===== src/rtl/mmio_pkg.sv =====
`default_nettype none
// ============================================================================
//  Module      : mmio_pkg
//  Description : Shared types and constants for the mmio_datenbus data-side
//                bus fabric (FSM states, address map, status layout).
//  Revision    : 1.0 - initial release
// ============================================================================
package mmio_pkg;

    // Transaction FSM states
    typedef enum logic [1:0] {
        S_IDLE     = 2'd0,
        S_RAM_WAIT = 2'd1,
        S_ACK      = 2'd2,
        S_HOLD     = 2'd3
    } state_t;

    // Address bit that selects the I/O space instead of RAM
    localparam int          IO_BIT       = 31;
    // First I/O index of the input channels
    localparam logic [7:0]  IN_BASE      = 8'h80;
    // I/O index of the status register
    localparam logic [7:0]  STATUS_IDX   = 8'hFF;
    // Read data returned when the RAM never answers
    localparam logic [31:0] TIMEOUT_DATA = 32'hDEAD_BEEF;

    // Status register layout
    localparam int          STATUS_ERR_BIT = 31;
    localparam int          STATUS_CLR_BIT = 0;

endpackage : mmio_pkg
`default_nettype wire


===== src/rtl/mmio_sync2.sv =====
`default_nettype none
// ============================================================================
//  Module      : mmio_sync2
//  Description : Parametrised-width two-flop synchroniser for asynchronous
//                input channels. Output lags the input by two clock edges.
//  Revision    : 1.0 - initial release
// ============================================================================
module mmio_sync2 #(
    parameter int W = 8
) (
    input  logic         clk,
    input  logic         rst_n,
    input  logic [W-1:0] i_d,
    output logic [W-1:0] o_q
);

    logic [W-1:0] r_meta;
    logic [W-1:0] r_sync;

    // Two back-to-back flops; the first may go metastable, the second settles it
    always_ff @(posedge clk or negedge rst_n) begin
        if (!rst_n) begin
            r_meta <= '0;
            r_sync <= '0;
        end else begin
            r_meta <= i_d;
            r_sync <= r_meta;
        end
    end

    assign o_q = r_sync;

endmodule : mmio_sync2
`default_nettype wire


===== src/rtl/mmio_datenbus.sv =====
`default_nettype none
// ============================================================================
//  Module      : mmio_datenbus
//  Description : Data-side bus fabric between the CPU data port, the data RAM
//                and a bank of memory-mapped output registers / synchronised
//                input channels. Adds a status register, a RAM-timeout
//                watchdog and a sticky bus-error flag. Owns the CPU handshake:
//                exactly one acknowledge pulse per access.
//  Revision    : 1.0 - initial release
// ============================================================================
module mmio_datenbus
    import mmio_pkg::*;
#(
    parameter int          RAM_ADDR_W = 8,
    parameter int          OUT_CH     = 2,
    parameter int          OUT_W      = 8,
    parameter logic [31:0] OUT_RESET  = 32'h0,
    parameter int          IN_CH      = 1,
    parameter int          IN_W       = 8,
    parameter int          TIMEOUT    = 64
) (
    input  logic                                 Clock,
    input  logic                                 Reset,
    input  logic [31:0]                          CPUDatenAdresse,
    input  logic [31:0]                          CPUDatenRaus,
    input  logic                                 CPULeseDaten,
    input  logic                                 CPUSchreibeDaten,
    output logic [31:0]                          CPUDatenRein,
    output logic                                 CPUDatenGeladen,
    output logic                                 CPUDatenGespeichert,
    output logic [RAM_ADDR_W-1:0]                RAMAdresse,
    output logic [31:0]                          RAMDatenRein,
    output logic                                 RAMLesenAn,
    output logic                                 RAMSchreibenAn,
    input  logic [31:0]                          RAMDatenRaus,
    input  logic                                 RAMDatenBereit,
    input  logic                                 RAMDatenGeschrieben,
    output logic [OUT_CH*OUT_W-1:0]              AusgabeKanaele,
    input  logic [((IN_CH > 0) ? IN_CH : 1)*IN_W-1:0] EingabeKanaele,
    output logic                                 Fehler
);

    localparam int TW = (TIMEOUT > 2) ? $clog2(TIMEOUT) : 1;
    localparam int IN_N = (IN_CH > 0) ? IN_CH : 1;

    state_t                r_state;
    logic                  r_is_write;
    logic [RAM_ADDR_W-1:0] r_ram_addr;
    logic [31:0]           r_ram_wdata;
    logic                  r_ram_rd;
    logic                  r_ram_wr;
    logic [TW-1:0]         r_timer;
    logic [31:0]           r_rdata;
    logic [31:0]           r_rein;
    logic                  r_ack_rd;
    logic                  r_ack_wr;
    logic                  r_fehler;
    logic [OUT_W-1:0]      r_out [OUT_CH];

    logic [IN_W-1:0]       w_in_sync [IN_N];

    logic                  w_req;
    logic                  w_io;
    logic [7:0]            w_idx;
    logic                  w_hit_out;
    logic                  w_hit_in;
    logic                  w_hit_stat;
    logic                  w_unmapped;
    logic [31:0]           w_io_rdata;
    logic                  w_ram_done;
    logic                  w_timeout;
    logic                  w_err_set;
    logic                  w_err_clr;
    logic                  w_out_we;
    logic                  w_unused;

    // ------------------------------------------------------------------
    // Input channel synchronisers
    // ------------------------------------------------------------------
    generate
        if (IN_CH > 0) begin : g_in
            for (genvar gi = 0; gi < IN_CH; gi++) begin : g_sync
                mmio_sync2 #(.W(IN_W)) u_sync (
                    .clk   (Clock),
                    .rst_n (Reset),
                    .i_d   (EingabeKanaele[gi*IN_W +: IN_W]),
                    .o_q   (w_in_sync[gi])
                );
            end
        end else begin : g_no_in
            assign w_in_sync[0] = '0;
        end
    endgenerate

    // ------------------------------------------------------------------
    // Address decode
    // ------------------------------------------------------------------
    assign w_req      = CPULeseDaten | CPUSchreibeDaten;
    assign w_io       = CPUDatenAdresse[IO_BIT];
    assign w_idx      = CPUDatenAdresse[7:0];
    assign w_hit_out  = ({1'b0, w_idx} < 9'(OUT_CH));
    assign w_hit_in   = (IN_CH > 0) && ({1'b0, w_idx} >= {1'b0, IN_BASE}) &&
                        ({1'b0, w_idx} < ({1'b0, IN_BASE} + 9'(IN_CH)));
    assign w_hit_stat = (w_idx == STATUS_IDX);
    assign w_unmapped = !(w_hit_out || w_hit_in || w_hit_stat);

    // I/O read multiplexer; unmapped indices read as zero
    always_comb begin
        w_io_rdata = '0;
        for (int i = 0; i < OUT_CH; i++) begin
            if (w_idx == 8'(i)) begin
                w_io_rdata[OUT_W-1:0] = r_out[i];
            end
        end
        if (IN_CH > 0) begin
            for (int j = 0; j < IN_N; j++) begin
                if (w_idx == (IN_BASE + 8'(j))) begin
                    w_io_rdata[IN_W-1:0] = w_in_sync[j];
                end
            end
        end
        if (w_hit_stat) begin
            w_io_rdata                 = {24'h0, 8'(OUT_CH)};
            w_io_rdata[STATUS_ERR_BIT] = r_fehler;
        end
    end

    assign w_ram_done = r_is_write ? RAMDatenGeschrieben : RAMDatenBereit;
    assign w_timeout  = (r_state == S_RAM_WAIT) && !w_ram_done &&
                        (r_timer == TW'(TIMEOUT - 1));
    assign w_out_we   = (r_state == S_IDLE) && CPUSchreibeDaten && w_io;

    // Error sources: read+write together, unmapped I/O access, RAM timeout
    assign w_err_set  = ((r_state == S_IDLE) && w_req &&
                         ((CPULeseDaten && CPUSchreibeDaten) || (w_io && w_unmapped))) ||
                        w_timeout;
    assign w_err_clr  = w_out_we && w_hit_stat && CPUDatenRaus[STATUS_CLR_BIT];

    // Transaction FSM with registered strobes, acks and read data
    always_ff @(posedge Clock or negedge Reset) begin
        if (!Reset) begin
            r_state     <= S_IDLE;
            r_is_write  <= 1'b0;
            r_ram_addr  <= '0;
            r_ram_wdata <= '0;
            r_ram_rd    <= 1'b0;
            r_ram_wr    <= 1'b0;
            r_timer     <= '0;
            r_rdata     <= '0;
            r_rein      <= '0;
            r_ack_rd    <= 1'b0;
            r_ack_wr    <= 1'b0;
        end else begin
            r_ack_rd <= 1'b0;
            r_ack_wr <= 1'b0;
            case (r_state)
                S_IDLE: begin
                    if (w_req) begin
                        // Simultaneous read and write is handled as a write
                        r_is_write <= CPUSchreibeDaten;
                        if (w_io) begin
                            if (!CPUSchreibeDaten) begin
                                r_rdata <= w_io_rdata;
                            end
                            r_state <= S_ACK;
                        end else begin
                            r_ram_addr  <= CPUDatenAdresse[RAM_ADDR_W-1:0];
                            r_ram_wdata <= CPUDatenRaus;
                            r_ram_rd    <= !CPUSchreibeDaten;
                            r_ram_wr    <= CPUSchreibeDaten;
                            r_timer     <= '0;
                            r_state     <= S_RAM_WAIT;
                        end
                    end
                end
                S_RAM_WAIT: begin
                    // Request lines are ignored here; the latched access completes
                    if (w_ram_done) begin
                        if (!r_is_write) begin
                            r_rdata <= RAMDatenRaus;
                        end
                        r_ram_rd <= 1'b0;
                        r_ram_wr <= 1'b0;
                        r_state  <= S_ACK;
                    end else if (w_timeout) begin
                        r_rdata  <= TIMEOUT_DATA;
                        r_ram_rd <= 1'b0;
                        r_ram_wr <= 1'b0;
                        r_state  <= S_ACK;
                    end else begin
                        r_timer <= r_timer + 1'b1;
                    end
                end
                S_ACK: begin
                    if (r_is_write) begin
                        r_ack_wr <= 1'b1;
                    end else begin
                        r_ack_rd <= 1'b1;
                        r_rein   <= r_rdata;
                    end
                    r_state <= S_HOLD;
                end
                S_HOLD: begin
                    // The CPU drops its request after seeing the ack
                    r_state <= S_IDLE;
                end
                default: r_state <= S_IDLE;
            endcase
        end
    end

    // Output registers update on the IDLE edge, one cycle before the ack
    always_ff @(posedge Clock or negedge Reset) begin
        if (!Reset) begin
            for (int i = 0; i < OUT_CH; i++) begin
                r_out[i] <= OUT_RESET[OUT_W-1:0];
            end
        end else begin
            for (int i = 0; i < OUT_CH; i++) begin
                if (w_out_we && (w_idx == 8'(i))) begin
                    r_out[i] <= CPUDatenRaus[OUT_W-1:0];
                end
            end
        end
    end

    // Sticky bus error; a set in the same cycle as a clear wins
    always_ff @(posedge Clock or negedge Reset) begin
        if (!Reset) begin
            r_fehler <= 1'b0;
        end else if (w_err_set) begin
            r_fehler <= 1'b1;
        end else if (w_err_clr) begin
            r_fehler <= 1'b0;
        end
    end

    generate
        for (genvar go = 0; go < OUT_CH; go++) begin : g_out
            assign AusgabeKanaele[go*OUT_W +: OUT_W] = r_out[go];
        end
    endgenerate

    assign CPUDatenRein        = r_rein;
    assign CPUDatenGeladen     = r_ack_rd;
    assign CPUDatenGespeichert = r_ack_wr;
    assign RAMAdresse          = r_ram_addr;
    assign RAMDatenRein        = r_ram_wdata;
    assign RAMLesenAn          = r_ram_rd;
    assign RAMSchreibenAn      = r_ram_wr;
    assign Fehler              = r_fehler;

    // Address bits between the RAM window and the I/O select are don't-care
    assign w_unused = ^CPUDatenAdresse;

endmodule : mmio_datenbus
`default_nettype wire


===== config.mk =====
export PLATFORM = sky130hd
export DESIGN_NAME = mmio_datenbus
export DESIGN_NICKNAME = d
export VERILOG_FILES = /design/src/rtl/mmio_pkg.sv /design/src/rtl/mmio_sync2.sv /design/src/rtl/mmio_datenbus.sv
export SDC_FILE = /design/constraint.sdc
export NUM_CORES = 1
export LEC_CHECK = 0
export ABC_AREA = 1
export BUFFER_PORTS_ARGS = -buffer_cell sky130_fd_sc_hd__buf_2
export CORE_MARGIN = 8
export CORE_UTILIZATION = 51
export DETAILED_ROUTE_END_ITERATION = 16
export GPL_ROUTABILITY_DRIVEN = 1
export PLACE_DENSITY = 0.78
export SETUP_SLACK_MARGIN = 0.15
export SLEW_MARGIN = 20
export SYNTH_ARGS = -nofsm -noshare
export SYNTH_HDL_FRONTEND = slang
export SYNTH_SLANG_ARGS = --single-unit

===== constraint.sdc =====
create_clock -name Clock -period 2.18 [get_ports Clock]
set_input_delay 0.218 -clock Clock [delete_from_list [all_inputs] [get_ports Clock]]
set_output_delay 0.218 -clock Clock [all_outputs]
set_load 0.02 [all_outputs]

==> flow_metrics.py, run 1 <==
metrics = {
    "run_status": {
        "status": "completed",
    },
    "worst_hold_path": {
        "holdCritPathClass": "in -> reg",
        "hold_depth": 3,
        "min_from": "CPUDatenRaus[12]",
        "min_to": "RAMDatenRein[12]$_DFFE_PN0P_",
    },
    "floorplan": {
        "die_area_um2": 15900,
        "initial_core_util_pct": 51.8,
        "die_h_um": 126,
        "core-area_um2": 12000,
        "core.rowCount": 40,
        "boundaryPins": 203,
        "fp.dieW_um": 126,
    },
    "worst_setup_path": {
        "cp-end-kind": "flop",
        "r2r_end": "r_rdata[4]$_DFFE_PN0P_",
        "critical_path_class": "reg -> reg",
        "r2r-start": "r_state[1]$_DFFE_PN0P_",
        "r2r_slack_ns": 0.38,
        "crit_required_ns": 2.53,
        "arrival_ns": 2.15,
        "reg2reg_depth": 9,
        "startpoint_type": "flop",
        "crit_fanout": 18,
    },
    "global_routing": {
        "grt_pass1_vias": 5521,
        "antenna_found_initial": 1,
        "top_usage_layer": "met2",
        "grt_usage_pct": 22.0,
        "use_met3_pct": 7.89,
        "grt_util_met2_pct": 35.7,
        "gr-usage-met1_pct": 25.9,
        "grt_max_degree": 67,
        "grt_pass1_wl_um": 27600,
        "gr-total-overflow": 0,
    },
    "drt": {
        "post_drt_via_cell_ratio": 4.95,
        "dr_total_vias": 5384,
        "first_iter_violations": 417,
        "wirelength_um": 16800,
        "ant_nets": 0,
        "wl_per_cell_um": 15.4,
        "drt_first_pass_iters": 5,
        "drc_errors": 0,
    },
    "sta": {
        "fin_crit_sh_pct": 82.4,
        "fmax_ghz": 0.557,
        "setup_viol": 0,
        "holdWs_ns": 0.0130,
        "finalHoldViolations": 0,
        "slew_viol_final": 0,
        "fin_crit_ns": 1.80,
        "setup_tns_ns": 0,
        "relSlewSlack_pct": 59.5,
        "clock-skew-final_ns": 0.00625,
        "tightest_slew_ns": 0.608,
        "rsz0062_at_grt": "no",
    },
    "synthesis": {
        "async_reset_ff_share_pct": 100,
        "syn_area_um2": 6200,
        "synth.most_common_cell": "nand2_1",
        "ys_top_cells_by_count": "nand2_1 (338), dfrtp_1 (150), o21ai_1 (57)",
        "synth_flop_cell": "dfrtp_1",
        "yosysSeqAreaShare_pct": 60.6,
        "synth_area_leaders": "dfrtp_1 (61%), nand2_1 (20%), o21ai_1 (4.6%)",
        "synth_edf_count": 0,
        "avgSynthCellArea_um2": 8.67,
        "synth_top_cell_area_share_pct": 60.6,
        "yosys_warnings": 0,
        "yosysUniqueCellTypes": 24,
        "yosys_register_bits": 150,
        "syn_inst": 715,
        "synth_nets": 829,
        "synth_area_leader_cell": "dfrtp_1",
    },
    "cells_and_area": {
        "layout-drive-gt1-share_pct": 26.0,
        "syn2layout_area_growth_pct": 31.2,
        "fillers": 983,
        "fin_cells": 1088,
        "final_nets": 1042,
        "diodes": 0,
    },
    "placement": {
        "dp_cells": 1024,
        "hpwl_um": 11900,
        "gp_congestion": 0.883,
        "io_buffers": 179,
    },
    "job": {
        "max-cap-violations": 0,
    },
    "pwr": {
        "power.density_nw_per_um2": 1320,
        "ir_worst_vdd_mv": 0.832,
        "leakage_nw": 4.50,
    },
    "cts": {
        "cts_buffers": 17,
        "cts_tree": "done",
        "worstSkewPairLatency_ns": 0.41,
        "h-tree-depth": 4,
        "cts_root_buf": "clkbuf_16",
        "clock_path_buffers": 2,
        "cts_sinks": 150,
        "clk_pin_slew_ns": 0.06,
    },
}
-- state kept, by name, indices dropped and copies added (netlist names), 2 cells and up --
register,cells
RAMDatenRein,32
r_timer,6
RAMAdresse,8
r_rdata,32
AusgabeKanaele,16
g_in.g_sync.u_sync.r_meta,8
g_in.g_sync.u_sync.o_q,8
r_state,2
CPUDatenRein,32
-- metrics by stage --
stage               setup slack, ns  cell area [µm²]  utilization (%)  total power, W
floorplan                     0.626             6200                -         0.00674
global placement              0.423             7240             60.5         0.00789
detailed placement            0.375             7240             60.5         0.00800
CTS                           0.346             8130             67.9          0.0108
global route                  0.159             8130             68.0          0.0115
finish                        0.385             8130             68.0          0.0108
-- cell type report --
| cell class | instances | area, µm² | area share (%) |
|---|---|---|---|
| inverter | 37 | 143 | 1.75 |
| clock buffer | 21 | 470 | 5.79 |
| multi-input combinational | 501 | 2160 | 26.5 |
| timing repair buffer | 221 | 1320 | 16.3 |
| tap | 147 | 184 | 2.26 |
| sequential | 150 | 3750 | 46.2 |
| clock inverter | 11 | 98.8 | 1.22 |
-- placed cells by master (no fill, tap or decap) --
cell type,synthesis,layout
inv_2,5,5
o21ai_0,21,21
nand3_2,1,1
nor3b_1,1,1
ha_1,4,4
inv_1,32,31
nand2_2,5,6
nand3_4,1,1
dfrtp_1,150,150
buf_12,0,2
bufinv_16,0,1
clkinvlp_4,0,4
xor2_1,3,3
clkbuf_16,0,17
or2_2,2,2
nand3_1,14,14
nor2_4,4,4
buf_2,11,178
clkinv_2,0,4
nor2_1,34,33
buf_4,4,8
nand2_1,338,337
o21ai_1,57,57
o211ai_1,2,2
clkinv_4,0,2
nor2_2,4,5
clkbuf_8,0,3
clkbuf_1,9,1
inv_6,0,1
dlygate4sd3_1,0,32
nand4_1,5,5
a21oi_1,5,5
buf_6,3,1
-- layer usage --
metal	wire length, µm	vias up
met2	7850	178
li1	-	2669
met5	8	-
met3	1310	36
met4	465	2
met1	7120	2499
-- critical path: stages (launching register included) --
cell     delay [ns]
dfrtp_1        0.37
inv_1          0.11
ha_1           0.26
buf_4          0.25
nand2_2        0.17
inv_1          0.28
nand2_1        0.10
nand2_1        0.08
nand2_1        0.06
nand2_1        0.06
-- report_power, final --
part	internal (W)	leakage, nW	switching, W
combinational	0.00126	2.28	0.00263
sequential	0.00365	1.95	0.000453
clock	0.00166	0.275	0.00112
total	0.00657	4.50	0.00420
-- cell families (layout without fill, tap and decap cells) --
group                      count (synthesis)  after routing  share of synthesized area (%)
AOI/OAI and AO/OA                         85             85                           6.94
xor gates and xnor gates                   3              3                          0.424
adders and majority gates                  4              4                          0.807
buffers and inverters                     64            290                           4.70
DFF                                      150            150                           60.6
and+or+nand+nor                          409            409                           26.6
-- worst max path at each step --
stage,start,to,depth (start not counted),slack [ns]
3_5_place_dp,r_state[0]$_DFFE_PN0P_,CPUDatenRein[27]$_DFFE_PN0P_,7,0.37
4_1_cts,r_state[1]$_DFFE_PN0P_,r_rdata[4]$_DFFE_PN0P_,9,0.35
5_1_grt,r_state[0]$_DFFE_PN0P_,CPUDatenRein[29]$_DFFE_PN0P_,7,0.16
6_report,r_state[1]$_DFFE_PN0P_,r_rdata[4]$_DFFE_PN0P_,9,0.38
3_3_place_gp,r_state[0]$_DFFE_PN0P_,CPUDatenRein[1]$_DFFE_PN0P_,7,0.42
2_1_floorplan,r_state[0]$_DFFE_PN0P_,RAMDatenRein[0]$_DFFE_PN0P_,9,0.63
-- timing repair --
action                                 CTS  global route
endpoints found under the hold margin   93             0
gates resized for setup                  0             1
setup buffers                            0             0
setup endpoints to repair                0             3
hold buffers                            32             0
Power figures use the tool's default switching activity.
==> inputs of run 2 (changes only) <==
CORE_UTILIZATION = 46   (was 51)
PLACE_DENSITY = 0.75   (was 0.78)
clock period = 1.61 ns   (was 2.18 ns; I/O delays follow)
==> flow_metrics.py, run 2 (synthesized netlist as in run 1, its figures left out) <==
metrics = {
    "global_routing": {
        "gr-usage-met1_pct": 24.8,
        "top_usage_layer": "met2",
        "use_met3_pct": 8.16,
        "grt_usage_pct": 22.4,
        "antenna_found_initial": 0,
        "grt_pass1_wl_um": 31000,
        "grt_pass1_vias": 6043,
        "gr-total-overflow": 0,
        "grt_max_degree": 65,
        "grt_util_met2_pct": 37.9,
    },
    "worst_setup_path": {
        "r2r_end": "r_rdata[2]$_DFFE_PN0P_",
        "startpoint": "r_timer[0]$_DFFE_PN0P_",
        "reg2reg_depth": 10,
        "r2r_slack_ns": -0.03,
        "startpoint_type": "flop",
        "r2r-start": "r_timer[0]$_DFFE_PN0P_",
        "crit_fanout": 27,
        "crit_required_ns": 1.97,
        "endpoint": "r_rdata[2]$_DFFE_PN0P_",
        "cp-end-kind": "flop",
        "critical_path_class": "reg -> reg",
        "arrival_ns": 2.00,
    },
    "sta": {
        "relSlewSlack_pct": 74.8,
        "fin_crit_sh_pct": 102,
        "fin_crit_ns": 1.64,
        "setup_viol": 12,
        "setup_tns_ns": -0.146,
        "slew_viol_final": 0,
        "clock-skew-final_ns": 0.00969,
        "timing.final.ws_setup_ns": -0.0335,
        "rsz0062_at_grt": "yes",
        "finalHoldViolations": 0,
        "fmax_ghz": 0.608,
        "tightest_slew_ns": 0.376,
    },
    "drt": {
        "ant_nets": 0,
        "drt_first_pass_iters": 6,
        "wirelength_um": 22000,
        "post_drt_via_cell_ratio": 5.27,
        "wl_per_cell_um": 18.9,
        "drc_errors": 0,
        "first_iter_violations": 530,
        "dr_total_vias": 6138,
    },
    "cells_and_area": {
        "syn2layout_area_growth_pct": 55.2,
        "final_nets": 1091,
        "fillers": 841,
        "final_common_cell": "nand2_1",
        "diodes": 0,
        "utilization_pct": 72.9,
        "layout-drive-gt1-share_pct": 41.7,
        "final_cell_mix": "nand2_1 (246), buf_2 (178), dfrtp_1 (149)",
    },
    "cts": {
        "cts_buffers": 17,
        "clock_path_buffers": 2,
        "h-tree-depth": 4,
        "cts_sinks": 150,
        "clk_pin_slew_ns": 0.06,
        "cts_root_buf": "clkbuf_16",
        "worstSkewPairLatency_ns": 0.42,
        "cts_tree": "done",
    },
    "pwr": {
        "ir_worst_vdd_mv": 1.05,
        "leakage_nw": 5.15,
        "p_total_w": 0.0173,
        "power.density_nw_per_um2": 1790,
    },
    "floorplan": {
        "core.rowCount": 42,
        "die_area_um2": 17400,
        "die_h_um": 132,
        "boundaryPins": 203,
        "core-area_um2": 13200,
        "fp.dieW_um": 132,
        "initial_core_util_pct": 47.0,
    },
    "job": {
        "max-cap-violations": 0,
    },
    "run_status": {
        "violations": "setup timing",
        "status": "finished, violations left",
    },
    "placement": {
        "dp_slack_ns": -0.0169,
        "gp_congestion": 0.864,
        "hpwl_um": 11700,
        "io_buffers": 179,
    },
    "worst_hold_path": {
        "holdCritPathClass": "in -> reg",
    },
}
## run 2: cell count changes in the layout (fill, tap and decap cells not counted), moves of 8 or more
cell	change
nand2_2	+48
o21ai_1	-22
buf_12	+12
buf_16	+8
buf_4	+11
nand2_1	-91
nand2_4	+43
o21ai_2	+22
dlygate4sd3_1	+8
## run 2: routing by layer
| layer | wire length, µm | share of wire [%] |
|---|---|---|
| met1 | 7870 | 36 |
| met2 | 11100 | 50 |
| met5 | 0 | 0 |
| met3 | 2130 | 9.6 |
| met4 | 935 | 4.2 |
## run 2: per-stage QoR
stage / cell area [µm²] / hold slack [ns] / cells
floorplan: 6230 / -0.135 / 715
global placement: 7460 / 0.0502 / 1062
detailed placement: 7460 / 0.0527 / 1062
CTS: 9110 / 0.000316 / 1155
global route: 9620 / 0.0222 / 1164
finish: 9620 / 0.0195 / 1164
## run 2: area by class of cell
cell class,instances,area [µm²],share of cell area (%)
repair buffers,269,2110,21.9
well taps,176,220,2.29
clock inverters,13,175,1.82
flip-flops and latches,150,3750,39.0
multi-input cells,502,2780,28.9
inverters,37,154,1.60
clock buffers,17,425,4.42
## run 2: report_power, final
part | internal, W | total [W] | switching, W
combinational | 0.00295 | 0.00741 | 0.00446
clock | 0.00244 | 0.00407 | 0.00163
sequential | 0.00495 | 0.00578 | 0.000830
total | 0.0103 | 0.0173 | 0.00692
## run 2: what timing repair did
item                                   CTS  global route
buffers inserted                        15             4
gates cloned                             8             5
resized for setup                       98           102
setup endpoints to repair               77           131
hold buffers                            40             0
pin swaps                               31            32
endpoints found under the hold margin  189             0
## run 2: critical path, cell delays in order (launching register included)
cell	delay, ns
dfrtp_1	0.37
ha_2	0.22
nand2_1	0.09
nor2_2	0.15
nand2_2	0.09
nand2_4	0.09
nand3_4	0.13
buf_12	0.20
nor2_2	0.09
nand2_1	0.07
nand2_1	0.07
## run 2: how the worst min path moves through the flow
stage	slack, ns	to	start	cells past startpoint
2_1_floorplan	-0.13	AusgabeKanaele[0]$_DFFE_PN0P_	Reset	0
3_3_place_gp	0.05	RAMDatenRein[25]$_DFFE_PN0P_	Reset	1
3_5_place_dp	0.05	RAMDatenRein[25]$_DFFE_PN0P_	Reset	1
4_1_cts	0.0003	RAMAdresse[3]$_DFFE_PN0P_	CPUDatenAdresse[3]	3
5_1_grt	0.02	RAMAdresse[5]$_DFFE_PN0P_	CPUDatenAdresse[5]	3
6_report	0.02	r_rdata[29]$_DFFE_PN0P_	RAMDatenRaus[29]	3
